===== config.mk =====
export PLATFORM = sky130hd
export DESIGN_NAME = uart_cmd_parser_flat
export DESIGN_NICKNAME = d
export VERILOG_FILES = /design/src/rtl/uart_cmd_parser_if.sv /design/src/rtl/uart_cmd_parser.sv /design/src/flat_wrapper.sv
export SDC_FILE = /design/constraint.sdc
export NUM_CORES = 1
export LEC_CHECK = 0
export ABC_AREA = 1
export ABC_CLOCK_PERIOD_IN_PS = 5400
export BUFFER_PORTS_ARGS = -buffer_cell sky130_fd_sc_hd__buf_2
export CAP_MARGIN = 20
export CORE_MARGIN = 2
export CORE_UTILIZATION = 63
export DETAILED_ROUTE_END_ITERATION = 7
export PLACE_DENSITY = 0.91
export SLEW_MARGIN = 5
export SYNTH_ARGS = -nofsm -noshare
export SYNTH_HDL_FRONTEND = slang
export SYNTH_SLANG_ARGS = --single-unit

===== constraint.sdc =====
create_clock -name clk -period 5.4 [get_ports clk]
set_clock_uncertainty 0.05 [all_clocks]
set_input_delay 0.27 -clock clk [delete_from_list [all_inputs] [get_ports clk]]
set_output_delay 0.27 -clock clk [all_outputs]
set_load 0.02 [all_outputs]

===== src/rtl/uart_cmd_parser_if.sv =====
// Byte-stream and command bundle between uart_rx and the command parser.
// The master side feeds received bytes and observes the command and status outputs.
// The slave side is the parser itself.
interface uart_cmd_parser_if;
    logic       rx_done;
    logic [7:0] rx_data;
    logic       cmd_valid;
    logic [7:0] cmd_addr;
    logic [7:0] cmd_data;
    logic       frm_err;
    logic [1:0] err_code;
    logic       busy;
    logic [7:0] frame_cnt;
    logic [7:0] err_cnt;

    modport master (
        output rx_done, rx_data,
        input  cmd_valid, cmd_addr, cmd_data, frm_err, err_code, busy, frame_cnt, err_cnt
    );

    modport slave (
        input  rx_done, rx_data,
        output cmd_valid, cmd_addr, cmd_data, frm_err, err_code, busy, frame_cnt, err_cnt
    );
endinterface


===== src/rtl/uart_cmd_parser.sv =====
// Frame parser for the UART command link.
// A frame is HEADER, addr, data and chk, where chk = (addr + data) mod 256.
// A good frame produces a one-cycle register-write command. A bad checksum or an
// inter-byte gap of TIMEOUT_CYC cycles drops the frame and flags it.
// Field bytes are purely positional: a HEADER value inside a frame is ordinary data.
module uart_cmd_parser #(
    parameter logic [7:0]  HEADER      = 8'hAA,
    parameter int unsigned TIMEOUT_CYC = 104160
) (
    input  logic             clk,
    input  logic             rst_n,
    uart_cmd_parser_if.slave bus
);
    // Gap timer is at least 17 bits and wide enough to count up to TIMEOUT_CYC.
    localparam int TMR_W = ($clog2(TIMEOUT_CYC + 1) > 17) ? $clog2(TIMEOUT_CYC + 1) : 17;
    // The timeout fires on the edge where the timer would reach TIMEOUT_CYC,
    // so the compare uses the value one below it.
    localparam logic [TMR_W-1:0] TMR_LAST = TMR_W'(TIMEOUT_CYC - 1);

    typedef enum logic [1:0] {IDLE, ADDR, DATA, CHK} state_t;

    state_t           state;
    logic [7:0]       addr_q;
    logic [7:0]       data_q;
    logic [TMR_W-1:0] gap_tmr;
    logic             timeout_hit;

    // 8-bit frame checksum; the carry is discarded.
    function automatic logic [7:0] frame_sum(input logic [7:0] a, input logic [7:0] d);
        logic [7:0] s;
        s = a + d;
        return s;
    endfunction

    // Saturating increment for the drop counter.
    function automatic logic [7:0] sat_inc(input logic [7:0] v);
        return (v == 8'hFF) ? v : v + 8'd1;
    endfunction

    assign timeout_hit = (state != IDLE) && (gap_tmr == TMR_LAST);

    // Frame sequencing, gap timer and all registered outputs.
    always_ff @(posedge clk or negedge rst_n) begin
        if (!rst_n) begin
            state         <= IDLE;
            gap_tmr       <= '0;
            addr_q        <= '0;
            data_q        <= '0;
            bus.cmd_valid <= 1'b0;
            bus.cmd_addr  <= '0;
            bus.cmd_data  <= '0;
            bus.frm_err   <= 1'b0;
            bus.err_code  <= '0;
            bus.busy      <= 1'b0;
            bus.frame_cnt <= '0;
            bus.err_cnt   <= '0;
        end else begin
            bus.cmd_valid <= 1'b0;
            bus.frm_err   <= 1'b0;
            if (state == IDLE) begin
                gap_tmr <= '0;
                if (bus.rx_done && (bus.rx_data == HEADER)) begin
                    state    <= ADDR;
                    bus.busy <= 1'b1;
                end
            end else if (bus.rx_done) begin
                // An arriving byte always beats a coincident timeout.
                gap_tmr <= '0;
                case (state)
                    ADDR: begin
                        addr_q <= bus.rx_data;
                        state  <= DATA;
                    end
                    DATA: begin
                        data_q <= bus.rx_data;
                        state  <= CHK;
                    end
                    default: begin
                        state    <= IDLE;
                        bus.busy <= 1'b0;
                        if (bus.rx_data == frame_sum(addr_q, data_q)) begin
                            bus.cmd_valid <= 1'b1;
                            bus.cmd_addr  <= addr_q;
                            bus.cmd_data  <= data_q;
                            bus.frame_cnt <= bus.frame_cnt + 8'd1;
                        end else begin
                            bus.frm_err  <= 1'b1;
                            bus.err_code <= 2'b01;
                            bus.err_cnt  <= sat_inc(bus.err_cnt);
                        end
                    end
                endcase
            end else if (timeout_hit) begin
                state        <= IDLE;
                bus.busy     <= 1'b0;
                gap_tmr      <= '0;
                bus.frm_err  <= 1'b1;
                bus.err_code <= 2'b10;
                bus.err_cnt  <= sat_inc(bus.err_cnt);
            end else begin
                gap_tmr <= gap_tmr + TMR_W'(1);
            end
        end
    end
endmodule

===== src/flat_wrapper.sv =====
// flat-port wrapper written by rule: the top's interface ports become plain ports
module uart_cmd_parser_flat 
#(
    parameter logic [7:0]  HEADER      = 8'hAA,
    parameter int unsigned TIMEOUT_CYC = 104160
)
  (clk, rst_n, bus_rx_done, bus_rx_data, bus_cmd_valid, bus_cmd_addr, bus_cmd_data, bus_frm_err, bus_err_code, bus_busy, bus_frame_cnt, bus_err_cnt);
  uart_cmd_parser_if bus_i ();
  input  logic clk;
  input  logic rst_n;
  input wire logic [$bits(bus_i.rx_done)-1:0] bus_rx_done;
  input wire logic [$bits(bus_i.rx_data)-1:0] bus_rx_data;
  output wire logic [$bits(bus_i.cmd_valid)-1:0] bus_cmd_valid;
  output wire logic [$bits(bus_i.cmd_addr)-1:0] bus_cmd_addr;
  output wire logic [$bits(bus_i.cmd_data)-1:0] bus_cmd_data;
  output wire logic [$bits(bus_i.frm_err)-1:0] bus_frm_err;
  output wire logic [$bits(bus_i.err_code)-1:0] bus_err_code;
  output wire logic [$bits(bus_i.busy)-1:0] bus_busy;
  output wire logic [$bits(bus_i.frame_cnt)-1:0] bus_frame_cnt;
  output wire logic [$bits(bus_i.err_cnt)-1:0] bus_err_cnt;
  assign bus_i.rx_done = bus_rx_done;
  assign bus_i.rx_data = bus_rx_data;
  assign bus_cmd_valid = bus_i.cmd_valid;
  assign bus_cmd_addr = bus_i.cmd_addr;
  assign bus_cmd_data = bus_i.cmd_data;
  assign bus_frm_err = bus_i.frm_err;
  assign bus_err_code = bus_i.err_code;
  assign bus_busy = bus_i.busy;
  assign bus_frame_cnt = bus_i.frame_cnt;
  assign bus_err_cnt = bus_i.err_cnt;
  uart_cmd_parser #(.HEADER(HEADER), .TIMEOUT_CYC(TIMEOUT_CYC)) u_core (.clk(clk), .rst_n(rst_n), .bus(bus_i));
endmodule

Word level (Yosys, flattened, before mapping)
Index checks and enable logic that the tools add are counted.
Widths: inputs -> output; s select.
{"block": "totals", "regBits": 72, "inputBits": 11, "elab_cells": 72}
{"block": "op_classes", "n_addsub": 4, "n_eq_ne": 10, "mux": 31, "bitwise_logic": 2, "reduce_logical": 13}
{"cell": "$mux 17", "count": 3}
{"cell": "$mux 8", "count": 5}
{"cell": "$add 17x1->17 const B", "count": 1}
{"cell": "$eq 17x17->1 const B", "count": 1}
{"cell": "$add 8x1->8 const B", "count": 2}
{"cell": "$eq 8x8->1 const B", "count": 2}
{"cell": "$mux 2", "count": 8}
{"cell": "$mux 1", "count": 14}
{"cell": "$reduce_and 3->1", "count": 3}
{"cell": "$add 8x8->8", "count": 1}
{"cell": "$eq 8x8->1", "count": 1}
{"cell": "$reduce_and 4->1", "count": 2}
{"cell": "$ne 2x2->1 const B", "count": 3}
{"cell": "$pmux 2 s2", "count": 1}
{"cell": "$reduce_bool 2->1", "count": 2}
{"cell": "$ne 3x2->1 const B", "count": 1}
{"cell": "$reduce_bool 3->1", "count": 1}
{"cell": "$eq 2x1->1 const B", "count": 1}
{"cell": "$eq 2x2->1 const B", "count": 1}
{"cell": "$logic_and 1x1->1", "count": 2}
{"cell": "$logic_not 2->1", "count": 1}
{"cell": "$not 1->1", "count": 2}
{"cell": "$reduce_and 2->1", "count": 1}
{"cell": "$reduce_or 2->1", "count": 1}

Longest topological paths before layout
Gate-level depths: netlist (run 1).
{"block": "logic_depth", "depth_word": 6, "ltp_mapped": 15, "mapped_depth_nobuf": 14}

Worst setup path after synthesis (run 1)
OpenSTA, ideal clock, no wires.
{"block": "synth_path", "path_kind": "register to register", "from": "reg u_core.data_q[0]", "to": "reg u_core.bus.frame_cnt[1]", "arrival_time_ns": 2.039, "path_slack_ns": 3.193, "path_stages_with_launch": 13, "n_path_buf": 1, "synth_period_minus_slack_ns": 2.207, "path_cell_list": "dfrtp_1 > ha_1 > fa_1 > nand2_1 > nand2_1 > nand4_1 > nor2_2 > nand3_4 > nor2_8 > nand3_4 > buf_6 > nand2_2 > o21ai_2"}
{"block": "synth_via", "elab_chain_len": 3}
{"element": "start: declaration", "line_no": "uart_cmd_parser.sv:24", "rtl": "logic [7:0] data_q;"}
{"element": "start signal: assignment", "line_no": "uart_cmd_parser.sv:75", "rtl": "data_q <= bus.rx_data;"}
{"element": "$add 8x8->8", "line_no": "uart_cmd_parser.sv:31", "rtl": "s = a + d;"}
{"element": "$eq 8x8->1", "line_no": "uart_cmd_parser.sv:81", "rtl": "if (bus.rx_data == frame_sum(addr_q, data_q)) begin"}
{"element": "$reduce_and 4->1 (no source line)"}
{"element": "end signal: assignment", "line_no": "uart_cmd_parser.sv:85", "rtl": "bus.frame_cnt <= bus.frame_cnt + 8'd1;"}
{"element": "end: declaration", "line_no": "uart_cmd_parser_if.sv:23", "rtl": "output cmd_valid, cmd_addr, cmd_data, frm_err, err_code, busy, frame_cnt, err_cnt"}
No other way between the ends.
A chain may end at the register's enable or synchronous reset.

Worst setup path in the final report (run 1)
{"block": "layout_path", "from": "reg u_core.addr_q[0]", "to": "reg u_core.bus.cmd_addr[0]"}
{"block": "layout_via", "elab_chain_len": 3}
{"element": "start: declaration", "line_no": "uart_cmd_parser.sv:23", "rtl": "logic [7:0] addr_q;"}
{"element": "start signal: assignment", "line_no": "uart_cmd_parser.sv:71", "rtl": "addr_q <= bus.rx_data;"}
{"element": "$add 8x8->8", "line_no": "uart_cmd_parser.sv:31"}
{"element": "$eq 8x8->1", "line_no": "uart_cmd_parser.sv:81"}
{"element": "$reduce_and 4->1 (no source line)"}
{"element": "end signal: assignment", "line_no": "uart_cmd_parser.sv:83", "rtl": "bus.cmd_addr <= addr_q;"}
{"element": "end: declaration", "line_no": "uart_cmd_parser_if.sv:23"}
Several ways; a longest one is shown, not always the timed one.

==> results of run 1 <==
==> stage by stage <==
step	hold WS, ns	std cells	cell area, um^2	setup WS (ns)	util [%]
finish	0.06397	615	4581	2.716	72.97
global route	0.1571	615	4581	2.533	72.97
CTS	0.09111	615	4581	2.713	72.97
detailed placement	0.4164	599	4327	2.749	68.93
global placement	0.3942	599	4327	2.817	68.93
floorplan	-0.07559	483	4055	3.193	-
==> synth_stat cells (6+ instances only) <==
cell type | n | area, um^2
nor3_1 | 6 | 30.03
inv_1 | 60 | 225.2
o21ai_2 | 17 | 148.9
dfrtp_1 | 72 | 1802
xnor2_1 | 7 | 61.31
nand4_1 | 15 | 93.84
o21ai_0 | 24 | 120.1
ha_1 | 14 | 175.2
xor2_1 | 12 | 105.1
nor2_1 | 27 | 101.4
a21oi_1 | 8 | 40.04
nand2_2 | 21 | 131.4
nand3_1 | 34 | 170.2
nand2_1 | 120 | 450.4
==> state kept, by name, indices dropped and copies added (netlist names), 2 cells and up <==
name                  cells
u_core.gap_tmr           17
u_core.state              2
u_core.bus.cmd_data       8
u_core.bus.frame_cnt      8
u_core.data_q             8
u_core.addr_q             8
u_core.bus.err_cnt        8
u_core.bus.cmd_addr       8
u_core.bus.err_code       2
==> path summary, 6_finish.rpt <==
| path | startpoint | to | cells after the start |
|---|---|---|---|
| worst max-delay path | u_core.addr_q[0] | u_core.bus.cmd_addr[0] | 12 |
| worst min-delay path | rst_n | u_core.bus.cmd_addr[2] | 2 |
| worst max register to register | u_core.addr_q[0] | u_core.bus.cmd_addr[0] | 12 |
| worst min register to register | u_core.gap_tmr[0] | u_core.gap_tmr[0] | 1 |
| max in group asynchronous | rst_n | u_core.gap_tmr[16] | 2 |
| min in group clk | bus_rx_done | u_core.bus.err_code[1] | 2 |
==> area by class of cell <==
cell class	instances	area, um^2	area share (%)
Multi-Input combinational cell	335	1934	42.23
Sequential cell	72	1802	39.33
Inverter	67	251.5	5.490
Timing Repair Buffer	48	242.7	5.299
Clock buffer	11	151.4	3.305
Clock inverter	5	102.6	2.240
Tap cell	77	96.34	2.103
==> where the power goes <==
| part | switching (mW) | internal, mW | leakage (nW) |
|---|---|---|---|
| logic | 0.230 | 0.108 | 1.30 |
| clock network | 0.204 | 0.331 | 0.126 |
| registers | 0.0383 | 0.581 | 0.998 |
==> worst reg2reg max path: stages (launching register included) <==
cell and delay (ns):
dfrtp_1 0.42, ha_1 0.22, fa_1 0.40, nand2_1 0.14, nand2_1 0.07, nand2_1 0.05
nand2_1 0.08, nor2_2 0.16, nand3_4 0.10, nor2_8 0.15, nand3_4 0.43, nand2_1 0.23
o21ai_2 0.07
==> layer usage <==
metal / vias up / global-route usage (%)
li1: 1644 / -
met1: 1597 / 27.17
met2: 79 / 44.30
met3: 11 / 5.801
met4: 0 / 9.971
met5: - / 0
==> logic make-up (layout without fill, tap and decap cells) <==
family | count (synthesis) | in the layout
adders and majority gates | 15 | 15
buffers and inverters | 76 | 131
DFF | 72 | 72
and+or+nand+nor | 248 | 248
xor gates and xnor gates | 19 | 19
AOI/OAI and AO/OA | 53 | 53
==> impl_metrics.ini, run 1 <==
[run_status]
run_status = finished clean

[critical_path]
arrival_ns = 2.86
slowest_stage = nand3_4
cp_data_required_time_ns = 5.58
ff2ff_setup_slack_ns = 2.72
critPathMaxStageDelay_ns = 0.43
crit_path_max_fanout = 35
cp_top_family = simple AND/OR/NAND/NOR gates
endpoint_kind = flop
critPathBufInv = 0
critPathKind = reg2reg
start_kind = flop
worstPathCellList = ha_1 > fa_1 > nand2_1 > nand2_1 > nand2_1 > nand2_1 > nor2_2 > nand3_4 > nor2_8 > nand3_4 > nand2_1 > o21ai_2
cp_common_cell = nand2_1

[timing]
layout_min_cycle_time_ns = 2.684
hold_viol = 0
timing.slew.headroom_pct = 41.51
finalMaxSlewViolations = 0
rsz0062_at_grt = no
setup_tns_ns = 0
max_freq_mhz = 372.6
post-route-period-util_pct = 49.70
setup_viol = 0
worst_pin_slew_ns = 0.8774

[synthesis]
yosysUniqueCellTypes = 35
synth_seq_area_share_pct = 44.43
synth_compound_area_share_pct = 8.331
synth_area_um2 = 4055
ys_warn_count = 0
synth.avg_cell_area_um2 = 8.396
async_flop_share_pct = 100.0
yosys_most_used_dff = dfrtp_1
synth_edf_count = 0
synthAdderAreaFrac_pct = 4.813
synth_mux_area_share_pct = 0
ys_seq_elements = 72
synth_cells = 483
synth-xor-area-share_pct = 4.104
synth_top_family_by_area = simple AND/OR/NAND/NOR gates
synth.net_count = 509
synthSimpleGateAreaFrac_pct = 30.45

[cts]
clock-sinks = 72
root_buffer = clkbuf_8
cts_setup_buffers = 0
htree_num_levels = 3
clock_latency_ns = 0.36
clk_pin_slew_ns = 0.08
numCtsBuffers = 9
clock_path_buffers = 2
cts_tree = yes
cts_hold_buffers = 0
ctsResizeCount = 0

[grt]
grt_util_all_layers_pct = 24.31
antenna_found_initial = 0
overflow = 0
grt_first_pass_wirelength_um = 13870
grt_pass1_vias = 3239
grt_max_degree = 73

[power]
leakagePower_nw = 2.422
p_total_mw = 1.492
powerDensity_nw_per_um2 = 325.7
vdd_drop_max_v = 0.0002180

[placed_design]
hpwl_um = 5911
gp_congestion = 0.9068
io_buffers = 47

[cells_and_area]
fin_nets = 559
area_delta_synth_final_pct = 12.96
mostFrequentLayoutCells = 120 x nand2_1, 72 x dfrtp_1, 60 x inv_1
fill_cells = 461
n_antenna_cell = 0
final_common_cell = nand2_1
drive_above_1_share_pct = 23.23

[detailed_routing]
top_layer = met4
wl_met1_um = 3344
vias_per_cell = 5.416
drtPass1Iterations = 7
drtIter0Drc = 141
wl_met2_um = 4406
wl_met3_um = 356
ant_nets = 0
totalWireLength_um = 8224
drc_errors = 0
vias = 3331
wl_per_cell_um = 13.37

[floorplanning]
die_h_um = 84.23
core_area_um2 = 6277
die_x_um = 84.23
io_pins = 48
dieArea_um2 = 7095
initial_core_util_pct = 64.60
rows = 29

[worst_hold_path]
hp-class = in2async

[run]
cap_violations = 0
No activity file was read; power rests on OpenSTA's default activity.
==> run 2: changes to the inputs <==
--- a/config.mk
+++ b/config.mk
@@ -5,14 +5,14 @@
 export SDC_FILE = /design/constraint.sdc
 export NUM_CORES = 1
 export LEC_CHECK = 0
-export ABC_AREA = 1
-export ABC_CLOCK_PERIOD_IN_PS = 5400
+export ABC_AREA = 0
+export ABC_CLOCK_PERIOD_IN_PS = 2200
 export BUFFER_PORTS_ARGS = -buffer_cell sky130_fd_sc_hd__buf_2
 export CAP_MARGIN = 20
 export CORE_MARGIN = 2
-export CORE_UTILIZATION = 63
+export CORE_UTILIZATION = 52
 export DETAILED_ROUTE_END_ITERATION = 7
-export PLACE_DENSITY = 0.91
+export PLACE_DENSITY = 0.82
 export SLEW_MARGIN = 5
 export SYNTH_ARGS = -nofsm -noshare
 export SYNTH_HDL_FRONTEND = slang
==> constraint.sdc (replaced) <==
create_clock -name clk -period 2.2 [get_ports clk]
set_clock_uncertainty 0.05 [all_clocks]
set_input_delay 0.11 -clock clk [delete_from_list [all_inputs] [get_ports clk]]
set_output_delay 0.11 -clock clk [all_outputs]
set_load 0.02 [all_outputs]
==> run 2 against run 1 <==
Net effect: the run now ends with negative setup slack left; routed wire length down 9.8%; sequential power increased to 2.5 times the previous value; clock power up 93%; clock-buffer cell count grew 1; cell area increased by 1.6%; largest power group unchanged; highest routed layer unchanged.
==> impl_metrics.ini, run 2 <==
[run_status]
run_status = finished, violations left
violations = negative setup slack

[detailed_routing]
ant_nets = 0
vias = 2606
drtPass1Iterations = 4
drc_errors = 0
drtIter0Drc = 137
vias_per_cell = 5.308
totalWireLength_um = 7417
wl_per_cell_um = 15.11

[cells_and_area]
largest_reg_flops = 17
drive_above_1_share_pct = 41.36
final_core_util_pct = 68.89
fin_nets = 433
area_delta_synth_final_pct = 29.26
fill_cells = 469
fin_area_um2 = 4654
multiInputGateArea_um2 = 1831
final_common_cell = dfrtp_1
mostFrequentLayoutCells = 72 x dfrtp_1, 47 x buf_2, 45 x buf_4
register_area_um2 = 1802
largest_register = u_core.gap_tmr
n_antenna_cell = 0

[floorplanning]
rows = 30
core_area_um2 = 6756
die_h_um = 87.22
dieArea_um2 = 7606
initial_core_util_pct = 53.30
io_pins = 48
die_x_um = 87.22

[critical_path]
worst_r2r_endpoint = u_core.bus.cmd_data[3]
start_kind = flop
reg2reg_from = u_core.addr_q[0]
crit_path_max_fanout = 7
ff2ff_setup_slack_ns = -0.41
endpoint_kind = flop
critPathKind = reg2reg
arrival_ns = 2.78
rr_worst_depth = 9
cp_data_required_time_ns = 2.37

[cts]
clock-sinks = 72
htree_num_levels = 3
clk_pin_slew_ns = 0.07
clock_path_buffers = 2
numCtsBuffers = 9
root_buffer = clkbuf_8
cts_tree = yes
clock_latency_ns = 0.34

[timing]
setup_viol = 34
timing.slew.headroom_pct = 69.31
setup_tns_ns = -11.73
max_freq_mhz = 383.5
worst_pin_slew_ns = 0.4593
rsz0062_at_grt = yes
post-route-period-util_pct = 118.5
finalMaxSlewViolations = 0
hold_slack_ns = 0.01555
layout_setup_ws_ns = -0.4075
hold_viol = 0
layout_min_cycle_time_ns = 2.607

[synthesis]
synth_area_um2 = 3601
synth.net_count = 329
async_flop_share_pct = 100.0
ys_top_cells_by_count = 72 x dfrtp_1, 31 x mux2_2, 23 x nor2_1
synth_seq_area_share_pct = 50.03
synth.avg_cell_area_um2 = 11.88
yosysUniqueCellTypes = 46
ys_seq_elements = 72
yosysMostFrequentCell = dfrtp_1
yosys_most_used_dff = dfrtp_1
synth_edf_count = 0
ys_warn_count = 0
yosys.area.top_type = dfrtp_1
netlist_top_cells_area = dfrtp_1 50%, mux2_2 9.7%, xnor2_1 5.1%
synth_top_area_share_pct = 50.03
synth_cells = 303

[placed_design]
hpwl_um = 5263
place_area_um2 = 4310
io_buffers = 47
gp_congestion = 0.8599

[worst_hold_path]
hp-start = bus_rx_done
hold_path_depth = 2
hp-class = in2reg
worstHoldEndpoint = u_core.bus.err_code[1]

[power]
powerDensity_nw_per_um2 = 790.1
p_int_mw = 2.500
p_seq_share_pct = 42.6
leakagePower_nw = 2.281
switching_share_pct = 32.01
p_clk_share_pct = 28.0
p_total_mw = 3.678
netSwitchingPower_mw = 1.177
vdd_drop_max_v = 0.0003201
combPwrFrac_pct = 29.5

[grt]
grt_pass1_vias = 2717
overflow = 0
antenna_found_initial = 0
grt_util_all_layers_pct = 21.36
grt_max_degree = 73
grt_first_pass_wirelength_um = 12600

[run]
cap_violations = 0
## run 2: cell types whose count changed after synthesis, moves of 5 or more
cell	previous run	this run
nand2_1	120	14
inv_1	60	12
mux2_2	0	31
nand2_2	21	0
o21ai_0	24	5
o21ai_2	17	0
nand3_1	34	18
xnor2_1	7	21
and3_1	0	8
nand4_1	15	9
nor2_2	5	0
## run 2: routing by layer
metal,part of all wire (%),global-route usage [%]
met3,3.0,4.265
met4,1.4,9.231
met2,51,35.05
met1,45,27.57
met5,0,0
## run 2: metrics by stage
| stage | std cells | setup WS [ns] |
|---|---|---|
| 2_1_floorplan | 303 | -0.4210 |
| 3_5_place_dp | 470 | -0.5279 |
| 4_1_cts | 491 | -0.4383 |
| 6_report | 491 | -0.4075 |
| 5_1_grt | 491 | -0.5705 |
| 3_3_place_gp | 470 | -0.4413 |
## run 2: repair_timing
item,CTS,global route
endpoints found under the hold margin,72,0
pin swaps,13,9
hold buffers,1,0
setup buffers,5,0
resized for setup,26,3
setup endpoints to repair,35,36
## run 2: cells by family (layout without fill, tap and decap cells)
logic type,count (synthesis),count (layout),synth area share [%]
AND/OR/NAND/NOR,98,98,15.39
multiplexers,35,35,11.22
AO/OA/AOI/OAI,25,25,5.142
XOR/XNOR,38,38,9.451
adder cells (fa/ha/maj),15,15,5.421
flip-flops,72,72,50.03
buffers and inverters,20,128,3.336
## run 2: power groups by stage
stage                     combinational, mW  sequential [mW]  clock [mW]
after global routing                   1.19             1.58        1.11
after CTS                              1.08             1.56        1.05
final                                  1.08             1.57        1.03
after floorplan                       0.517             1.67           0
after detailed placement               1.02             1.59           0
after global placement                0.980             1.58           0
## run 2: worst max-delay path by stage
| stage | startpoint | to | slack (ns) | depth (start not counted) |
|---|---|---|---|---|
| after detailed placement | u_core.data_q[0] | u_core.bus.err_cnt[5] | -0.53 | 10 |
| after global routing | u_core.addr_q[0] | u_core.bus.cmd_addr[4] | -0.57 | 9 |
| after floorplan | u_core.addr_q[0] | u_core.bus.err_cnt[1] | -0.42 | 10 |
| final | u_core.addr_q[0] | u_core.bus.cmd_data[3] | -0.41 | 9 |
| after global placement | u_core.addr_q[0] | u_core.bus.err_cnt[7] | -0.44 | 10 |
| after CTS | u_core.addr_q[0] | u_core.bus.cmd_data[3] | -0.44 | 9 |
## run 2: worst max-delay path: stages (launching register included)
cell and delay [ns]:
dfrtp_1 0.38, ha_2 0.20, fa_2 0.39, a211oi_2 0.21
xnor2_1 0.12, nor4_2 0.16, o211ai_1 0.14, and4bb_4 0.36
buf_6 0.17, mux2_4 0.31
## run 2: area by class of cell
class | instances | area share [%]
inverters | 12 | 0.9677
flip-flops and latches | 72 | 38.71
well taps | 80 | 2.151
repair buffers | 101 | 14.81
multi-input cells | 211 | 39.33
clock inverters | 3 | 0.9140
clock buffers | 12 | 3.118
==> run 3: changes to the inputs <==
--- a/config.mk
+++ b/config.mk
@@ -9,10 +9,11 @@
 export ABC_CLOCK_PERIOD_IN_PS = 2200
 export BUFFER_PORTS_ARGS = -buffer_cell sky130_fd_sc_hd__buf_2
 export CAP_MARGIN = 20
+export CORE_ASPECT_RATIO = 0.6
 export CORE_MARGIN = 2
 export CORE_UTILIZATION = 52
 export DETAILED_ROUTE_END_ITERATION = 7
-export PLACE_DENSITY = 0.82
+export PLACE_DENSITY = 0.76
 export SLEW_MARGIN = 5
 export SYNTH_ARGS = -nofsm -noshare
 export SYNTH_HDL_FRONTEND = slang
==> run 3 against run 2 <==
Net effect: the run still ends with negative setup slack left; clock power is 50% higher; combinational power barely moved; via count rose by 2.6%; flip-flop and latch count unchanged; cell count grew 2.2%; clock-buffer cell count shrank 2; register-to-register slack lost 0.07 ns; sequential power is essentially flat; non-clock buffer count rose by 3; sequential share of layout area down 1.3 points; routed wire length rose by 5.1%; highest routed layer unchanged.
==> impl_metrics.ini, run 3 (synthesized netlist as in run 2, its figures left out) <==
[run_status]
run_status = finished, violations left
violations = negative setup slack

[grt]
busiest_layer = met2
overflow = 0
grt_pass1_vias = 2578
grt_first_pass_wirelength_um = 12900
antenna_found_initial = 0
grt_max_degree = 73
grt_use_met3_pct = 7.617
use_met1_pct = 30.70
grt_util_all_layers_pct = 22.43
gr-usage-met2_pct = 33.61

[cts]
clock-sinks = 72
root_buffer = clkbuf_16
htree_num_levels = 3
numCtsBuffers = 9
clk_pin_slew_ns = 0.06
cts_tree = yes
clock_path_buffers = 2
clock_latency_ns = 0.34

[detailed_routing]
totalWireLength_um = 7796
ant_nets = 0
vias_per_cell = 5.327
drc_errors = 0
vias = 2674
wl_per_cell_um = 15.53
drtIter0Drc = 172
drtPass1Iterations = 4

[cells_and_area]
fill_cells = 477
fin_nets = 436
mostFrequentLayoutCells = 72 x dfrtp_1, 48 x buf_4, 47 x buf_2
final_core_util_pct = 72.13
largest_register = u_core.gap_tmr
final_common_cell = dfrtp_1
drive_above_1_share_pct = 42.17
fin_area_um2 = 4816
area_delta_synth_final_pct = 33.74
largest_reg_flops = 17
n_antenna_cell = 0

[floorplanning]
dieArea_um2 = 7629
die_x_um = 111.4
core_area_um2 = 6676
initial_core_util_pct = 53.94
rows = 23
die_h_um = 68.46
io_pins = 48

[power]
switching_share_pct = 29.58
p_total_mw = 4.242
powerDensity_nw_per_um2 = 880.9
p_seq_share_pct = 37.3
p_clk_share_pct = 36.5
combPwrFrac_pct = 26.2
p_int_mw = 2.987
vdd_drop_max_v = 0.0007598
leakagePower_nw = 2.353
netSwitchingPower_mw = 1.255

[critical_path]
endpoint_kind = flop
start_kind = flop
rr_worst_depth = 10
critPathKind = reg2reg
cp_data_required_time_ns = 2.40
crit_path_max_fanout = 6
arrival_ns = 2.87

[timing]
timing.slew.headroom_pct = 69.13
post-route-period-util_pct = 121.6
max_freq_mhz = 373.8
layout_setup_ws_ns = -0.4749
layout_min_cycle_time_ns = 2.675
worst_pin_slew_ns = 0.4619
finalMaxSlewViolations = 0
setup_viol = 36
rsz0062_at_grt = yes
hold_viol = 0

[placed_design]
place_area_um2 = 4362
hpwl_um = 5541
gp_congestion = 0.9259
pre_cts_slack_ns = -0.5884
io_buffers = 47

[worst_hold_path]
hp-class = in2reg
hold_path_depth = 2

[run]
cap_violations = 0
==> run 3: cell count changes in the layout (fill, tap and decap cells not counted), moves of 2 or more <==
cell       delta
buf_4         +3
buf_8         -2
clkbuf_1      -2
clkbuf_16     +9
clkbuf_8      -9
clkinv_2      +2
==> run 3: area by class of cell <==
type	instances	area, um^2	area share, %
multi-input cells	211	1827	37.93
flip-flops and latches	72	1802	37.41
clock buffers	10	239.0	4.962
repair buffers	104	711.9	14.78
well taps	87	108.9	2.260
clock inverters	6	82.58	1.715
inverters	12	45.04	0.9353
==> run 3: final timing paths <==
| kind | from | endpoint | slack [ns] |
|---|---|---|---|
| min | bus_rx_data[6] | u_core.addr_q[6] | 0.04 |
| max in group asynchronous | rst_n | u_core.addr_q[2] | 1.49 |
| max reg2reg | u_core.addr_q[0] | u_core.bus.err_cnt[5] | -0.47 |
| min reg2reg | u_core.bus.frame_cnt[7] | u_core.bus.frame_cnt[7] | 0.42 |
| max | u_core.addr_q[0] | u_core.bus.err_cnt[5] | -0.47 |
| min in group asynchronous | rst_n | u_core.bus.frame_cnt[5] | 0.28 |
==> run 3: routing by layer <==
layer / part of all wire [%] / wire length (um) / vias up
met5: 0 / 0 / -
met1: 49 / 3846 / 1319
met2: 44 / 3443 / 72
met3: 5.7 / 441 / 4
met4: 0.83 / 65 / 0
li1: - / - / 1279
==> run 3: worst max-delay path, stage by stage (launching register included) <==
cell	delay [ns]
dfrtp_1	0.39
ha_2	0.21
fa_2	0.39
a211oi_2	0.25
xnor2_1	0.16
nor4_2	0.06
or2_1	0.24
and4_4	0.25
buf_6	0.14
nor4_4	0.27
xor2_1	0.19
==> run 3: power groups by stage <==
stage | clock network, mW | logic (mW) | registers (mW)
6_report | 1.55 | 1.11 | 1.58
3_3_place_gp | 0 | 1.00 | 1.58
4_1_cts | 1.59 | 1.08 | 1.58
5_1_grt | 1.66 | 1.22 | 1.60
2_1_floorplan | 0 | 0.517 | 1.67
3_5_place_dp | 0 | 1.03 | 1.59
==> run 3: what timing repair did <==
item                                    in CTS  in global routing
gates cloned                                 0                  0
buffers inserted                             2                  2
hold buffers                                 2                  0
endpoints found under the setup margin      35                 36
endpoints found under the hold margin       73                  0
gates resized for setup                     10                 13
pin swaps                                    6                  6
==> run 3: through the flow <==
stage	hold WS, ns	cells	setup TNS [ns]
after floorplan	-0.2356	303	-10.65
after global placement	0.1131	481	-14.67
after detailed placement	0.1182	481	-15.40
after CTS	0.01684	501	-14.09
after global routing	0.03240	502	-20.22
final	0.03717	502	-14.50
